File: config.mk
export PLATFORM = sky130hd
export DESIGN_NAME = e1_xfer_arbiter
export DESIGN_NICKNAME = d
export VERILOG_FILES = /design/src/rtl/e1_xfer_pkg.sv /design/src/rtl/e1_rr_arbiter.sv /design/src/rtl/e1_xfer_arbiter.sv
export SDC_FILE = /design/constraint.sdc
export NUM_CORES = 1
export LEC_CHECK = 0
export ABC_AREA = 1
export BUFFER_PORTS_ARGS = -buffer_cell sky130_fd_sc_hd__buf_2
export CAP_MARGIN = 20
export CORE_MARGIN = 1
export CORE_UTILIZATION = 43
export DETAILED_ROUTE_END_ITERATION = 7
export PLACE_DENSITY_LB_ADDON = 0.3
export SYNTH_ARGS = -nofsm -noshare
export SYNTH_HDL_FRONTEND = slang
export SYNTH_SLANG_ARGS = --single-unit
File: constraint.sdc
create_clock -name clk -period 2.2 [get_ports clk]
set_clock_uncertainty 0.1 [all_clocks]
set_input_delay 0.22 -clock clk [delete_from_list [all_inputs] [get_ports clk]]
set_output_delay 0.22 -clock clk [all_outputs]
set_load 0.1 [all_outputs]
File: src/rtl/e1_xfer_pkg.sv
// Shared types for the E1 transfer arbiter: controller state encoding and the
// engine direction values carried on rd_wr.
package e1_xfer_pkg;

  typedef enum logic [1:0] {
    ST_IDLE  = 2'd0,
    ST_ISSUE = 2'd1,
    ST_WAIT  = 2'd2,
    ST_GAP   = 2'd3
  } xfer_state_t;

  localparam logic RD_WR_DDR_TO_BRAM = 1'b0;
  localparam logic RD_WR_BRAM_TO_DDR = 1'b1;

endpackage

File: src/rtl/e1_rr_arbiter.sv
// Combinational round-robin pick: first set request at or above rr_ptr,
// wrapping from NUM_REQ-1 back to 0.
module e1_rr_arbiter #(
  parameter int NUM_REQ = 3,
  parameter int IDX_W   = 2
) (
  input  logic [NUM_REQ-1:0] req,
  input  logic [IDX_W-1:0]   rr_ptr,
  output logic [NUM_REQ-1:0] grant,
  output logic [IDX_W-1:0]   grant_idx,
  output logic               valid
);

  int cand;

  always_comb begin
    grant     = '0;
    grant_idx = '0;
    valid     = 1'b0;
    cand      = 0;
    for (int off = 0; off < NUM_REQ; off++) begin
      cand = int'(rr_ptr) + off;
      if (cand >= NUM_REQ) cand = cand - NUM_REQ;
      if (!valid && req[IDX_W'(cand)]) begin
        valid                 = 1'b1;
        grant_idx             = IDX_W'(cand);
        grant[IDX_W'(cand)]   = 1'b1;
      end
    end
  end

endmodule

File: src/rtl/e1_xfer_arbiter.sv
// Shares the single E1 DDR<->BRAM transfer engine among NUM_REQ requesters.
// Optional engine watchdog enabled by defining XFER_TIMEOUT_EN.
module e1_xfer_arbiter
  import e1_xfer_pkg::*;
#(
  parameter int NUM_REQ         = 3,
  parameter int APP_ADDR_WIDTH  = 32,
  parameter int BRAM_ADDR_WIDTH = 6,
  parameter int TIMEOUT_CYCLES  = 4096
) (
  input  logic                                 clk,
  input  logic                                 rst,
  input  logic                                 init_calib_complete,
  input  logic [NUM_REQ-1:0]                   req,
  input  logic [NUM_REQ-1:0]                   req_rd_wr,
  input  logic [NUM_REQ*APP_ADDR_WIDTH-1:0]    req_ddr_addr,
  input  logic [NUM_REQ*BRAM_ADDR_WIDTH-1:0]   req_bram_addr,
  output logic [NUM_REQ-1:0]                   req_ack,
  output logic [NUM_REQ-1:0]                   req_done,
  output logic                                 busy,
  output logic                                 err,
  output logic                                 module_en,
  output logic                                 rd_wr,
  output logic [APP_ADDR_WIDTH-1:0]            ddr_begin_addr,
  output logic [BRAM_ADDR_WIDTH-1:0]           bram_begin_addr,
  input  logic                                 module_done
);

  localparam int IDX_W = $clog2(NUM_REQ);

  if (NUM_REQ < 2 || NUM_REQ > 8 || TIMEOUT_CYCLES < 2) begin : g_param_check
    $error("e1_xfer_arbiter: unsupported NUM_REQ or TIMEOUT_CYCLES");
  end

  xfer_state_t        state, state_nxt;
  logic [IDX_W-1:0]   rr_ptr, pick_idx, ptr_nxt;
  logic [NUM_REQ-1:0] pick_grant, win_grant;
  logic               pick_valid;
  logic               grant_fire, abort, done_fire, timeout_hit;

  e1_rr_arbiter #(
    .NUM_REQ (NUM_REQ),
    .IDX_W   (IDX_W)
  ) u_rr_arbiter (
    .req       (req),
    .rr_ptr    (rr_ptr),
    .grant     (pick_grant),
    .grant_idx (pick_idx),
    .valid     (pick_valid)
  );

  assign grant_fire = (state == ST_IDLE) && init_calib_complete && pick_valid;
  assign abort      = ((state == ST_ISSUE) || (state == ST_WAIT)) && !init_calib_complete;
  assign done_fire  = (state == ST_WAIT) && init_calib_complete && module_done;
  assign ptr_nxt    = (pick_idx == IDX_W'(NUM_REQ - 1)) ? '0 : pick_idx + IDX_W'(1);
  assign busy       = (state != ST_IDLE);

`ifdef XFER_TIMEOUT_EN
  localparam int TO_W = $clog2(TIMEOUT_CYCLES);

  logic [TO_W-1:0] wait_cnt;

  // Counts cycles spent in WAIT; restarted while ISSUE hands over to WAIT.
  always_ff @(posedge clk or posedge rst) begin
    if (rst) begin
      wait_cnt <= '0;
    end else if (state == ST_ISSUE) begin
      wait_cnt <= '0;
    end else if (state == ST_WAIT) begin
      wait_cnt <= wait_cnt + TO_W'(1);
    end
  end

  assign timeout_hit = (state == ST_WAIT) && init_calib_complete && !module_done &&
                       (wait_cnt == TO_W'(TIMEOUT_CYCLES - 1));
`else
  assign timeout_hit = 1'b0;
`endif

  always_ff @(posedge clk or posedge rst) begin
    if (rst) state <= ST_IDLE;
    else     state <= state_nxt;
  end

  // Calibration loss wins over a coincident module_done in WAIT.
  always_comb begin
    state_nxt = state;
    case (state)
      ST_IDLE:  if (grant_fire) state_nxt = ST_ISSUE;
      ST_ISSUE: state_nxt = abort ? ST_IDLE : ST_WAIT;
      ST_WAIT: begin
        if (abort)            state_nxt = ST_IDLE;
        else if (done_fire)   state_nxt = ST_GAP;
        else if (timeout_hit) state_nxt = ST_IDLE;
      end
      ST_GAP:   state_nxt = ST_IDLE;
      default:  state_nxt = ST_IDLE;
    endcase
  end

  // Registered handshake pulses; the descriptor is latched at grant time and
  // held on the engine inputs until the following grant.
  always_ff @(posedge clk or posedge rst) begin
    if (rst) begin
      rr_ptr          <= '0;
      win_grant       <= '0;
      req_ack         <= '0;
      req_done        <= '0;
      err             <= 1'b0;
      module_en       <= 1'b0;
      rd_wr           <= 1'b0;
      ddr_begin_addr  <= '0;
      bram_begin_addr <= '0;
    end else begin
      req_ack   <= '0;
      req_done  <= '0;
      module_en <= 1'b0;
      if (grant_fire) begin
        req_ack         <= pick_grant;
        win_grant       <= pick_grant;
        rr_ptr          <= ptr_nxt;
        err             <= 1'b0;
        rd_wr           <= req_rd_wr[pick_idx];
        ddr_begin_addr  <= req_ddr_addr[pick_idx*APP_ADDR_WIDTH +: APP_ADDR_WIDTH];
        bram_begin_addr <= req_bram_addr[pick_idx*BRAM_ADDR_WIDTH +: BRAM_ADDR_WIDTH];
      end
      if ((state == ST_ISSUE) && init_calib_complete) module_en <= 1'b1;
      if (done_fire) req_done <= win_grant;
      if (abort || timeout_hit) err <= 1'b1;
    end
  end

endmodule
==> impl_metrics.tcl <==
set metrics [dict create \
    unrepaired_setup_endpoints_after_global_routing "yes" \
    h_tree_levels 2 \
    post-synth-top-area-cell "sky130_fd_sc_hd__dfrtp_1" \
    finalSetupViolations 0 \
    hold_violation_total_from_the_final_report 0 \
    worstRegToRegCells 11 \
    seq_area_frac_synth 0.363 \
    drt-total-wl_mm 11.0 \
    route.antenna.remaining_nets 0 \
    netlist_instances 583 \
    core_area_sq_um 8300 \
    syn-cell-area_sq_um 3730 \
    clock-sinks 54 \
    min-delay-path-class "input port to flip-flop" \
    hold_depth 3 \
    diodes 0 \
    crit_arrival_ns 2.30 \
    max_cap_violations 0 \
    slew_headroom 0.643 \
    synth_largest_type_area_fraction 0.363 \
    hold_path_endpoint "module_en$_DFF_PP0_" \
    fraction_of_layout_cells_with_a_size_suffix_above_1 0.302 \
    grt_start_max_net_pins 32 \
    route.vias.total 4141 \
    groute.usage.overall 0.231 \
    yosysWarnings 0 \
    worst-endpoint-required_ns 2.35 \
    reg2reg_to "bram_begin_addr[2]$_DFFE_PP0P_" \
    globalRouteOverflowTotal 0 \
    start_util 0.449 \
    floorplan.die.width_um 95.1 \
    crit-reg2reg-launch "rr_ptr[0]$_DFFE_PP0P_" \
    worst_setup_hold_path_clk_slew_ns 0.10 \
    finalWorstPathRequiredPeriod_ns 2.15 \
    number_of_max_slew_violations_in_the_final_report 0 \
    final-instance-count-excl-fill 863 \
    timing.hold.worst.start "init_calib_complete" \
    tritoncts "done" \
    crit_type "flip-flop to flip-flop" \
    cts.root.buffer_cell "sky130_fd_sc_hd__clkbuf_8" \
    synth.avg_cell_area_sq_um 6.39 \
    finish.net_count 890 \
    regToRegSetupSlack_ns 0.05 \
    detail_route.vias_per_cell 4.80 \
    routability_congestion_estimate_from_global_placement 0.858 \
    clock_latency_ns 0.30 \
    area_growth_syn_to_layout_pct 37.0 \
    max-clock-path-buffers 2 \
    die_height_um 95.1 \
    wire_length_of_the_first_global_routing_pass_mm 16.4 \
    rows 33 \
    routedWlPerCell_um 12.7 \
    crit_path_start_kind "flip-flop" \
    fp.dieArea_sq_um 9040 \
    cts_buffers 5 \
    pin_count 172 \
    dr.pass1.iters 5 \
    finalCritPeriodShare 0.978 \
    hpwlAfterDp_mm 7.91 \
    end_kind "flip-flop" \
    synth.distinct_cells 22 \
    critical_path.max_fanout 30 \
    numPortBuffers 171 \
    max_slew.worst_pin.slew_ns 0.534 \
    numPlacedInstances 846 \
    fmax_ghz 0.465 \
    run_status "finished, final reports clean" \
    ys_ff_latch 54 \
    route.detailed.drc 0 \
    antenna_violations_before_repair 0 \
    top_cells_by_area_in_the_synthesized_netlist "sky130_fd_sc_hd__dfrtp_1 (36%), sky130_fd_sc_hd__nand2_1 (15%), sky130_fd_sc_hd__nor2_1 (12%), sky130_fd_sc_hd__inv_1 (10%), sky130_fd_sc_hd__nand3b_1 (7.9%)" \
    first_global_vias 3803 \
    synth_nets 715 \
    initialDrtViolationCount 143 \
]
==> final cells by class <==
class	count	area (sq um)
flip-flops and latches	54	1350
repair buffers	197	1230
inverters	107	407
well taps	105	131
clock buffers	7	76.3
fillers	778	3200
multi-input cells	393	1910
==> through the flow <==
| stage | setup TNS (ns) | hold slack, ns | instance area, sq um | setup slack, ns | utilization |
|---|---|---|---|---|---|
| 6_report | 0 | 0.0554 | 5100 | 0.0488 | 0.615 |
| 3_5_place_dp | -0.657 | 0.208 | 4790 | -0.0379 | 0.577 |
| 4_1_cts | -0.00252 | 0.0428 | 4900 | -0.00252 | 0.590 |
| 3_3_place_gp | 0 | 0.202 | 4790 | 0.0250 | 0.577 |
| 5_1_grt | -0.563 | 0.0604 | 5100 | -0.0415 | 0.615 |
| 2_1_floorplan | 0 | 0.220 | 3730 | 0.148 | - |
==> layer usage <==
layer,share of wire,global-route usage,up-vias
li1,-,-,2094
met1,0.41,0.267,1888
met2,0.52,0.427,148
met3,0.062,0.0399,11
met4,0.0097,0.0758,0
met5,0,0,-
==> sequential cells by signal (all words and copies together), names as in the netlist <==
name	count
ddr_begin_addr	32
bram_begin_addr	6
req_ack	3
req_done	3
win_grant	3
rr_ptr	2
state	2
err	1
module_en	1
rd_wr	1
==> layout by cell type, fill, tap and decap left out, drive strengths merged <==
cell type	synthesis	routed
inv	107	107
or2	1	1
o21ai	12	12
dfrtp	54	54
nor2	124	124
dlygate4sd3	0	1
a21oi	1	1
nand3	54	54
a31oi	1	1
nand4	2	2
ha	8	8
o22ai	1	1
nand3b	39	39
buf	24	193
clkbuf	5	10
nand2	150	150
==> Yosys cell counts, drive strengths merged <==
| cell | instances |
|---|---|
| a21oi | 1 |
| a31oi | 1 |
| buf | 24 |
| clkbuf | 5 |
| dfrtp | 54 |
| ha | 8 |
| inv | 107 |
| nand2 | 150 |
| nand3 | 54 |
| nand3b | 39 |
| nand4 | 2 |
| nor2 | 124 |
| o21ai | 12 |
| o22ai | 1 |
| or2 | 1 |
==> cell families after synthesis <==
group / Yosys count / share of synthesized area
AO/OA/AOI/OAI: 15 / 0.0218
AND/OR/NAND/NOR: 370 / 0.439
adder cells (fa/ha/maj): 8 / 0.0269
flip-flops: 54 / 0.363
buffers and inverters: 136 / 0.150
==> critical path, stage by stage (launching register included) <==
cell,delay [ns]
sky130_fd_sc_hd__dfrtp_1,0.42
sky130_fd_sc_hd__inv_2,0.10
sky130_fd_sc_hd__ha_4,0.23
sky130_fd_sc_hd__o21ai_1,0.24
sky130_fd_sc_hd__nand2_2,0.13
sky130_fd_sc_hd__nand3_1,0.12
sky130_fd_sc_hd__nand2_2,0.09
sky130_fd_sc_hd__buf_4,0.15
sky130_fd_sc_hd__nor2_4,0.13
sky130_fd_sc_hd__buf_12,0.19
sky130_fd_sc_hd__nand3_1,0.12
sky130_fd_sc_hd__nand2_1,0.08
==> worst max path at each step <==
stage | start | endpoint | cells past startpoint
CTS | rr_ptr[0]$_DFFE_PP0P_ | ddr_begin_addr[22]$_DFFE_PP0P_ | 11
global placement | rr_ptr[1]$_DFFE_PP0P_ | ddr_begin_addr[22]$_DFFE_PP0P_ | 14
floorplan | rr_ptr[0]$_DFFE_PP0P_ | bram_begin_addr[0]$_DFFE_PP0P_ | 12
detailed placement | rr_ptr[1]$_DFFE_PP0P_ | ddr_begin_addr[31]$_DFFE_PP0P_ | 14
finish | rr_ptr[0]$_DFFE_PP0P_ | bram_begin_addr[2]$_DFFE_PP0P_ | 11
global route | rr_ptr[1]$_DFFE_PP0P_ | ddr_begin_addr[22]$_DFFE_PP0P_ | 14
==> repair_timing <==
item | in CTS | in global routing
endpoints found under the setup margin | 42 | 44
resized for setup | 6 | 18
hold buffers | 1 | 0
endpoints found under the hold margin | 23 | 0
buffers inserted | 0 | 5
gates cloned | 0 | 4
pin swaps | 0 | 4
Power is left out: the tool's default activity adds up to more than one toggle a clock period on the data nets, which glitch-free logic cannot reach.
